**src/rtl/sdram_pkg.sv**
```systemverilog
// sdram_pkg: command encodings, mode-register fields, burst/CL decode and error bit indices
package sdram_pkg;
  typedef enum logic [2:0] {
    CMD_MRS = 3'b000,
    CMD_REF = 3'b001,
    CMD_PRE = 3'b010,
    CMD_ACT = 3'b011,
    CMD_WR  = 3'b100,
    CMD_RD  = 3'b101,
    CMD_BST = 3'b110,
    CMD_NOP = 3'b111
  } cmd_e;
  typedef enum logic [1:0] {S_WAIT_PALL, S_WAIT_REF, S_WAIT_MRS, S_RUN} init_e;
  localparam int MRS_CL_LSB = 4;
  localparam int MRS_BL_LSB = 0;
  localparam int ADR_ALL = 10;
  localparam int COL_BITS = 9;
  localparam logic [2:0] CL_DEFAULT = 3'd3;
  localparam logic [2:0] BL_1 = 3'b000;
  localparam logic [2:0] BL_2 = 3'b001;
  localparam logic [2:0] BL_4 = 3'b010;
  localparam logic [2:0] BL_8 = 3'b011;
  localparam logic [2:0] BL_PAGE = 3'b111;
  localparam int ERR_INIT = 0;
  localparam int ERR_IDLE = 1;
  localparam int ERR_OPEN = 2;
  localparam int ERR_BUSY = 3;
  localparam int ERR_CL = 4;
  // column bits that advance inside a burst; unknown codes behave as a single beat
  function automatic logic [COL_BITS-1:0] bl_mask(input logic [2:0] bl, input int col_sel);
    return bl == BL_2 ? 9'd1 : bl == BL_4 ? 9'd3 : bl == BL_8 ? 9'd7 :
           bl == BL_PAGE ? COL_BITS'((1 << col_sel) - 1) : 9'd0;
  endfunction
  function automatic logic cl_ok(input logic [2:0] cl);
    return cl == 3'd2 || cl == 3'd3;
  endfunction
endpackage

```
**src/rtl/sdram_resp_bank.sv**
```systemverilog
// sdram_resp_bank: open/idle state, open row and busy timer of one bank
module sdram_resp_bank #(
  parameter int ROW_ADRESS = 13,
  parameter int TRCD       = 3,
  parameter int TRP        = 3,
  parameter int TRC        = 9
) (
  input  logic                  clk,
  input  logic                  rst,
  input  logic                  i_act,
  input  logic                  i_pre,
  input  logic                  i_ref,
  input  logic [ROW_ADRESS-1:0] i_row,
  output logic                  o_open,
  output logic                  o_busy,
  output logic [ROW_ADRESS-1:0] o_row
);
  localparam int TMAX = TRC > TRCD ? (TRC > TRP ? TRC : TRP) : (TRCD > TRP ? TRCD : TRP);
  localparam int CW = $clog2(TMAX + 1);
  logic r_open;
  logic [ROW_ADRESS-1:0] r_row;
  logic [CW-1:0] r_cnt;
  // activate only opens an idle bank; every command reloads the busy timer
  always_ff @(posedge clk)
    if (rst) begin
      r_open <= 1'b0;
      r_row <= '0;
      r_cnt <= '0;
    end else if (i_act && !r_open) begin
      r_open <= 1'b1;
      r_row <= i_row;
      r_cnt <= CW'(TRCD);
    end else if (i_pre) begin
      r_open <= 1'b0;
      r_cnt <= CW'(TRP);
    end else if (i_ref) r_cnt <= CW'(TRC);
    else if (|r_cnt) r_cnt <= r_cnt - 1'b1;
  assign o_open = r_open;
  assign o_busy = |r_cnt;
  assign o_row = r_row;
endmodule

```
**src/rtl/sdram_responder.sv**
```systemverilog
// sdram_responder: SDRAM device model with init checking, per-bank timing and burst data
module sdram_responder
  import sdram_pkg::*;
#(
  parameter int BANK_NUM     = 4,
  parameter int ROW_ADRESS   = 13,
  parameter int COLUMN_WIDTH = 16,
  parameter int ROW_SEL      = 2,
  parameter int COL_SEL      = 4,
  parameter int TRCD         = 3,
  parameter int TRP          = 3,
  parameter int TRC          = 9
) (
  input  logic                        CLK,
  input  logic                        RST,
  input  logic                        CKE,
  input  logic                        CS,
  input  logic                        RAS,
  input  logic                        CAS,
  input  logic                        WE,
  input  logic [ROW_ADRESS-1:0]       ADR,
  input  logic [$clog2(BANK_NUM)-1:0] BDR,
  input  logic [COLUMN_WIDTH-1:0]     DQ_IN,
  output logic [COLUMN_WIDTH-1:0]     DQ_OUT,
  output logic                        DQ_OE,
  output logic                        READY,
  output logic [2:0]                  CAS_LAT,
  output logic [4:0]                  ERR
);
  localparam int BW = $clog2(BANK_NUM);
  localparam int AW = BW + ROW_SEL + COL_SEL;
  cmd_e w_cmd;
  init_e r_state, w_state_nxt;
  logic w_run, w_await, w_err_init, w_mrs, w_act, w_pre, w_ref, w_rw, w_bst, w_acc, w_kill, w_beat, w_bwr;
  logic [BANK_NUM-1:0] w_open, w_busy;
  logic [BANK_NUM-1:0][ROW_ADRESS-1:0] w_row;
  logic [4:0] w_err_set, r_err;
  logic [2:0] r_cl, r_bl;
  logic r_bst_act, r_bst_wr, r_bst_full;
  logic [BW-1:0] r_bst_bank, w_bbank;
  logic [ROW_SEL-1:0] r_bst_row, w_brow;
  logic [COL_BITS-1:0] r_bst_col, r_bst_left, r_bst_mask, w_bcol, w_bmask, w_bcol_nxt;
  logic [AW-1:0] w_idx;
  logic [COLUMN_WIDTH-1:0] r_mem [1 << AW];
  logic [2:0] r_pv;
  logic [COLUMN_WIDTH-1:0] r_pd [3];
  logic w_unused;
  assign w_cmd = (CKE && !CS) ? cmd_e'({RAS, CAS, WE}) : CMD_NOP;
  assign w_run = r_state == S_RUN;
  assign w_mrs = w_cmd == CMD_MRS && (w_run || w_await);
  assign w_act = w_run && w_cmd == CMD_ACT;
  assign w_pre = w_run && w_cmd == CMD_PRE;
  assign w_ref = w_run && w_cmd == CMD_REF;
  assign w_bst = w_run && w_cmd == CMD_BST;
  assign w_rw = w_run && (w_cmd == CMD_RD || w_cmd == CMD_WR);
  assign w_acc = w_rw && w_open[BDR];
  assign w_unused = ^w_row;
  // init sequencing: advance on the awaited command, flag any other command
  always_comb begin
    w_await = r_state == S_WAIT_PALL ? (w_cmd == CMD_PRE && ADR[ADR_ALL]) :
              r_state == S_WAIT_REF ? w_cmd == CMD_REF : w_cmd == CMD_MRS;
    w_state_nxt = (w_run || !w_await) ? r_state :
                  r_state == S_WAIT_PALL ? S_WAIT_REF : r_state == S_WAIT_REF ? S_WAIT_MRS : S_RUN;
    w_err_init = !w_run && !w_await && w_cmd != CMD_NOP;
  end
  // protocol violations detected this cycle
  always_comb begin
    w_err_set = '0;
    w_err_set[ERR_INIT] = w_err_init;
    w_err_set[ERR_IDLE] = (w_rw && !w_open[BDR]) || (w_ref && |w_open);
    w_err_set[ERR_OPEN] = w_act && w_open[BDR];
    w_err_set[ERR_BUSY] = (w_act || w_acc) && w_busy[BDR];
    w_err_set[ERR_CL] = w_mrs && !cl_ok(ADR[MRS_CL_LSB +: 3]);
  end
  for (genvar b = 0; b < BANK_NUM; b++) begin : g_bank
    sdram_resp_bank #(.ROW_ADRESS(ROW_ADRESS), .TRCD(TRCD), .TRP(TRP), .TRC(TRC)) u_bank (
      .clk(CLK), .rst(RST),
      .i_act(w_act && BDR == BW'(b)),
      .i_pre(w_pre && (ADR[ADR_ALL] || BDR == BW'(b))),
      .i_ref(w_ref && !(|w_open)),
      .i_row(ADR),
      .o_open(w_open[b]), .o_busy(w_busy[b]), .o_row(w_row[b])
    );
  end
  // current beat: a new access takes the port, otherwise the running burst continues
  always_comb begin
    w_kill = w_acc || w_bst || (w_pre && (ADR[ADR_ALL] || BDR == r_bst_bank));
    w_beat = w_acc || (r_bst_act && !w_kill);
    w_bwr = w_acc ? w_cmd == CMD_WR : r_bst_wr;
    w_bbank = w_acc ? BDR : r_bst_bank;
    w_brow = w_acc ? w_row[BDR][ROW_SEL-1:0] : r_bst_row;
    w_bcol = w_acc ? ADR[COL_BITS-1:0] : r_bst_col;
    w_bmask = w_acc ? bl_mask(r_bl, COL_SEL) : r_bst_mask;
    w_bcol_nxt = (w_bcol & ~w_bmask) | ((w_bcol + 1'b1) & w_bmask);
    w_idx = {w_bbank, w_brow, w_bcol[COL_SEL-1:0]};
  end
  // init state, sticky errors and mode register
  always_ff @(posedge CLK)
    if (RST) begin
      r_state <= S_WAIT_PALL;
      r_err <= '0;
      r_cl <= CL_DEFAULT;
      r_bl <= BL_1;
    end else begin
      r_state <= w_state_nxt;
      r_err <= r_err | w_err_set;
      if (w_mrs) begin
        r_cl <= cl_ok(ADR[MRS_CL_LSB +: 3]) ? ADR[MRS_CL_LSB +: 3] : CL_DEFAULT;
        r_bl <= ADR[MRS_BL_LSB +: 3];
      end
    end
  // burst progress: a new access restarts it, terminating commands stop it
  always_ff @(posedge CLK)
    if (RST) begin
      r_bst_act <= 1'b0;
      r_bst_wr <= 1'b0;
      r_bst_full <= 1'b0;
      r_bst_bank <= '0;
      r_bst_row <= '0;
      r_bst_col <= '0;
      r_bst_left <= '0;
      r_bst_mask <= '0;
    end else begin
      if (w_acc) begin
        r_bst_act <= r_bl == BL_PAGE || |w_bmask;
        r_bst_full <= r_bl == BL_PAGE;
        r_bst_left <= w_bmask;
        r_bst_mask <= w_bmask;
        r_bst_wr <= w_bwr;
        r_bst_bank <= w_bbank;
        r_bst_row <= w_brow;
      end else if (w_kill) r_bst_act <= 1'b0;
      else if (r_bst_act) begin
        r_bst_left <= r_bst_left - 1'b1;
        r_bst_act <= r_bst_full || |r_bst_left[COL_BITS-1:1];
      end
      if (w_beat) r_bst_col <= w_bcol_nxt;
    end
  // storage keeps its contents across reset; a same-cycle fetch sees the old word
  always_ff @(posedge CLK)
    if (w_beat && w_bwr) r_mem[w_idx] <= DQ_IN;
  // read-valid pipeline, flushed by reset
  always_ff @(posedge CLK)
    if (RST) r_pv <= '0;
    else r_pv <= {r_pv[1:0], w_beat && !w_bwr};
  // read-data pipeline, qualified by the valid bits
  always_ff @(posedge CLK) begin
    r_pd[0] <= r_mem[w_idx];
    r_pd[1] <= r_pd[0];
    r_pd[2] <= r_pd[1];
  end
  assign READY = w_run;
  assign CAS_LAT = r_cl;
  assign ERR = r_err;
  assign DQ_OE = r_cl == 3'd2 ? r_pv[1] : r_pv[2];
  assign DQ_OUT = DQ_OE ? (r_cl == 3'd2 ? r_pd[1] : r_pd[2]) : '0;
endmodule
```
**config.mk**
```make
export PLATFORM = sky130hd
export DESIGN_NAME = sdram_responder
export DESIGN_NICKNAME = d
export VERILOG_FILES = /design/src/rtl/sdram_pkg.sv /design/src/rtl/sdram_resp_bank.sv /design/src/rtl/sdram_responder.sv
export SDC_FILE = /design/constraint.sdc
export NUM_CORES = 2
export LEC_CHECK = 0
export CORE_ASPECT_RATIO = 1.2
export CORE_MARGIN = 2
export CORE_UTILIZATION = 55
export DETAILED_ROUTE_END_ITERATION = 8
export PLACE_DENSITY = 0.77
export SYNTH_ARGS = -nofsm -noshare
export SYNTH_HDL_FRONTEND = slang
export SYNTH_MEMORY_MAX_BITS = 65536
export SYNTH_SLANG_ARGS = --single-unit
```
**constraint.sdc**
```tcl
create_clock -name CLK -period 7.93 [get_ports CLK]
set_clock_uncertainty 0.05 [all_clocks]
set_input_delay 1.1895 -clock CLK [delete_from_list [all_inputs] [get_ports CLK]]
set_output_delay 1.1895 -clock CLK [all_outputs]
set_load 0.01 [all_outputs]
```
# Word-level counts from Yosys, hierarchy flattened
# Memory sizes are Yosys's and may differ from the RTL's.
# Cells that the tools add are included.
# op_classes
n_addsub	6
n_lt_le_gt_ge	1
eq_ne	21
mux	56
bitwise_logic	5
n_reduce_logical	93
# ops
cell	n
4-bit two-way mux	12
9-bit two-way mux	5
4-bit OR reduction	9
1-bit logical AND	33
16-bit two-way mux	2
13-bit binary-select mux with 2-bit select	1
2-bit two-way mux	12
3-bit by 2-bit == test with 1-bit output (second input constant)	7
1-bit two-way mux	20
9-bit AND	2
2-bit nonzero test	9
1-bit logical OR	16
4-bit nonzero test	4
4-bit by 1-bit subtractor with 4-bit output (second input constant)	4
3-bit == test (second input constant)	4
1-bit zero test	12
3-bit OR reduction	4
9-bit by 1-bit adder with 9-bit output (second input constant)	1
9-bit inverter	1
9-bit OR	1
9-bit OR reduction	1
9-bit by 1-bit subtractor with 9-bit output (second input constant)	1
8-bit OR reduction	1
2-bit == test (second input constant)	3
other kinds (12)	17
# word_totals
regBits	122
ram_bits	4144
output_inout_bits	26
word_cells	217
memories	2
# mem_list
name	depth	width	read_ports	rd_clocked_by_memory_dff	wr	line	source
r_mem	256	16	1	0	1	sdram_responder.sv:44	logic [COLUMN_WIDTH-1:0] r_mem [1 << AW];
r_pd	3	16	3	0	3	sdram_responder.sv:46	logic [COLUMN_WIDTH-1:0] r_pd [3];

# Depth between registers and ports, before layout
# depth
depth_word	15
depth_mapped	14

# Cells and area by module
# From an unflattened synthesis, not the netlist that was laid out.
# unflattened
cells_unflattened	11035
area_unflattened_um2	169642.7
# by_module_without_submodules
mod	n_inst	cells_each	area_per_inst_um2	seq_area_each_um2
sdram_responder	1	10707	166880.1	124759.7
sdram_resp_bank	4	82	690.7	360.3

# Worst setup path after synthesis
# OpenSTA, ideal clock, no wires.
# synth_timing
kind	input port to flip-flop
from	in BDR[1]
to	mem r_mem[103][0] (enable)
arrival_ns	4.472
path_slack_ns	3.020
path_stages	12
n_path_buf	6
path_cell_list	mux4_2 a31o_2 buf_2 nand2_2 buf_6 buf_2 buf_2 buf_2 ha_1 nand3_1 clkbuf_1 nor2_1
# synth_between
elab_chain_cells	11
word_cells_on_any_way	20
# synth_rtl
item	line	source
from (decl)	sdram_responder.sv:22	input logic [$clog2(BANK_NUM)-1:0] BDR,
1-bit binary-select mux with 2-bit select	sdram_responder.sv:56	assign w_acc = w_rw && w_open[BDR];
1-bit two-way mux (implied by the code)	sdram_responder.sv:56	
1-bit logical AND	sdram_responder.sv:56	
1-bit logical OR (2 in a row)	sdram_responder.sv:87	w_kill = w_acc || w_bst || (w_pre && (ADR[ADR_ALL] || BDR == r_bst_bank));
1-bit zero test	sdram_responder.sv:88	w_beat = w_acc || (r_bst_act && !w_kill);
1-bit logical AND	sdram_responder.sv:88	
1-bit logical OR	sdram_responder.sv:88	
1-bit logical AND	sdram_responder.sv:141	if (w_beat && w_bwr) r_mem[w_idx] <= DQ_IN;
1-bit two-way mux	sdram_responder.sv:141	
1-bit two-way mux (implied by the code)	sdram_responder.sv:141	
to (decl)	sdram_responder.sv:44	
# Parallel ways exist; a longest one is shown, timed or not. The select of a mux whose other input is x is not followed.

==> flow_summary.yaml <==
route:
  wirelength_microns: 450000
  vias: 97900
  dr.pass1.iters: 9
  ant_nets: 0
  vias_per_cell: 6.67
  drc: 0
  drt_iter0_markers: 14600
  wl_per_cell_microns: 30.6
global_route:
  grt_overflow: 0
  first_global_vias: 94100
  antenna_found_initial: 37
  grt_start_max_net_pins: 193
  grt_pass1_wl_microns: 641000
  grt_usage_pct: 28.5
clock_tree:
  cts_tree: "done"
  cts_setup_buffers: 0
  cts_buffers: 386
  clock_latency_ps: 930
  clkSinkCount: 4212
  ctsHoldBuffers: 0
  h-tree-depth: 5
  clock_path_buffers: 4
  root_buffer: "clkbuf_16"
  cts.clk_slew.worst_paths_ps: 70
  cts_resized: 0
run_status:
  failed_checks: "max-capacitance violations, max-slew violations"
  status: "finished, violations left"
min_path:
  worst_hold_path_type: "flip-flop to flip-flop"
yosys:
  synth_edf_count: 4096
  synth-seq-cells: 4212
  syn_inst: 10100
  synth_top_area_share_pct: 74.5
  synth_warnings: 0
  netlist_area_sq_um: 165000
  async_flop_share_pct: 0
  synthFlopType: "edfxtp_1"
  synth_area_leaders: "edfxtp_1 74%, mux2i_1 7.9%, a211oi_1 2.6%, o22ai_1 2.4%, nand3_1 1.8%"
  avgSynthCellArea_sq_um: 16.4
  synth_fp_nets: 10100
  seq_area_frac_synth_pct: 75.9
  yosysTopAreaCell: "edfxtp_1"
  ys_types: 56
placed_design:
  dpl.hpwl_microns: 259000
  gp_congestion: 0.921
  io_buffers: 58
  place_inst: 13900
worst_setup_path:
  r2r_start: "g_bank[3].u_bank.o_open"
  cp_max_fo: 23
  path_class: "input pin to flip-flop"
  cp.required_ps: 8630
  reg2reg_slack_ps: 1910
  cp.arrival_ps: 7370
  endpoint: "r_pd[0][13]"
  startpoint: "BDR[1]"
  ff2ff_path_depth: 12
  timing.rr.end: "r_pd[0][13]"
  endpoint_kind: "flip-flop"
  startpoint_type: "input pin"
floorplanning:
  coreArea_sq_um: 299000
  num_rows: 220
  num_io_pins: 64
  initial_utilization_pct: 55.3
  die_area_sq_um: 305000
  die_w_microns: 504
  die_y_microns: 604
sta:
  holdWs_ps: 297
  fmax_ghz: 0.150
  setup_viol: 0
  min_period_ps: 6670
  slew_violations: 20
  max_slew_margin_pct: -12.9
  worstMarginPinSlew_ps: 1650
  tns_ps: 0
  finalHoldViolCount: 0
  rsz0062_at_grt: "no"
  post-route-period-util_pct: 84.1
cells_and_area:
  drive_above_1_share_pct: 12.9
  syn2layout_area_growth_pct: 12.4
  layout.nets: 10400
  final_util_pct: 62.1
  fin_cells: 14700
  fillers: 20400
power:
  power_leakage_nw: 56.3
  power_density_nw_per_um2: 236
  power_mw: 43.8
  vdd_drop_max_uv: 205
job:
  cap_violations: 3
## cells by family (layout without fill, tap and decap cells)
group / after synthesis / count (layout) / share of synthesized area [%]
AO/OA/AOI/OAI: 2143 / 2143 / 8.43
multiplexers: 1505 / 1505 / 9.30
other: 0 / 73 / 0
buffers and inverters: 807 / 1355 / 1.99
adder cells (fa/ha/maj): 9 / 9 / 0.0682
flip-flops: 4212 / 4212 / 75.9
AND/OR/NAND/NOR: 1378 / 1378 / 4.24
XOR/XNOR: 18 / 18 / 0.0954
## flip-flops by register name (all words and copies together), names as in the netlist, 3 cells and up
register              flops
r_pv                      3
r_bl                      3
g_bank.u_bank.o_open      4
g_bank.u_bank.r_cnt      16
r_bst_col                 4
r_mem                  4096
r_bst_left                9
CAS_LAT                   3
g_bank.u_bank.o_row       8
r_bst_mask                4
ERR                       5
r_pd                     48
## synth_stat cells (11+ instances only)
master and count:
buf_1 23, nor3_1 15, o2111ai_1 16, o31ai_1 48, nand2b_1 25, o22ai_1 640, or2_2 26, or3_1 11
a31oi_1 12, or4_1 98, mux2_2 151, a2111oi_0 193, nor4_1 68, o21ai_0 590, clkbuf_1 589, nor2_1 333
buf_2 169, and4_1 20, xnor2_1 15, nand2_1 90, edfxtp_1 4096, nand3_1 597, mux2i_1 1302, a21oi_1 50
mux2_1 47, nand4_1 51, a211oi_1 580, inv_1 17, dfxtp_1 116
## final cells by class
| cell class | instances | area (sq um) | share of cell area, % |
|---|---|---|---|
| clock inverters | 236 | 2430 | 1.31 |
| diodes | 73 | 183 | 0.0984 |
| well taps | 3996 | 5000 | 2.69 |
| multi-input cells | 5053 | 36900 | 19.9 |
| flip-flops and latches | 4212 | 125000 | 67.5 |
| repair buffers | 638 | 5550 | 2.99 |
| clock buffers | 464 | 10200 | 5.49 |
| inverters | 17 | 63.8 | 0.0344 |
## through the flow
step | worst slack, ps | area, sq um
after detailed placement | 525 | 173000
after CTS | 1490 | 185000
final | 1260 | 186000
after floorplan | 3020 | 165000
after global routing | 1260 | 186000
after global placement | 594 | 173000
## worst min path at each step
stage | start | endpoint | cells past startpoint
floorplan | r_pd[0][0] | r_pd[0][16] | 0
finish | r_pd[0][26] | r_pd[0][42] | 0
detailed placement | r_pd[0][28] | r_pd[0][44] | 0
global placement | r_pd[0][26] | r_pd[0][42] | 0
CTS | r_pd[0][26] | r_pd[0][42] | 0
global route | r_pd[0][26] | r_pd[0][42] | 0
## where the power goes
group	leakage (nW)	switching, mW	internal [mW]	total, mW
Sequential	37.8	0.0263	24.4	24.5
Combinational	12.4	0.522	0.130	0.652
Clock	6.13	8.08	10.6	18.7
Total	56.3	8.63	35.2	43.8
## layout by cell type (no fill, tap or decap), drive strengths merged, types with 25 or more instances in the layout
cell	instances
nand4	51
o21ai	593
nand2b	25
a211oi	580
nand3	598
o31ai	48
clkbuf	464
clkdlybuf4s50	41
mux2i	1303
edfxtp	4096
a2111oi	193
o22ai	640
or2	30
diode	73
bufinv	45
clkinv	154
buf	597
nand2	91
nor2	335
or4	98
nor4	68
mux2	198
inv	32
a21oi	50
dfxtp	116
## critical path: stages
cell             delay [ps]
clkdlybuf4s50_1         450
buf_4                   200
mux4_2                  700
nand3_2                 180
buf_4                   390
mux2i_4                 770
buf_4                   410
nor2_1                   70
buf_4                   220
a2111oi_0              1090
buf_4                   250
nand4_1                 270
o31ai_1                 930
o2111ai_1               220
## layer usage
layer	up-vias	GRT usage (%)	wire length [microns]
met4	6	17.1	31100
met5	-	0	44
met1	48800	36.1	156000
li1	41200	-	-
met3	1194	5.51	49000
met2	6705	46.1	214000
No activity file was read; power rests on OpenSTA's default activity.
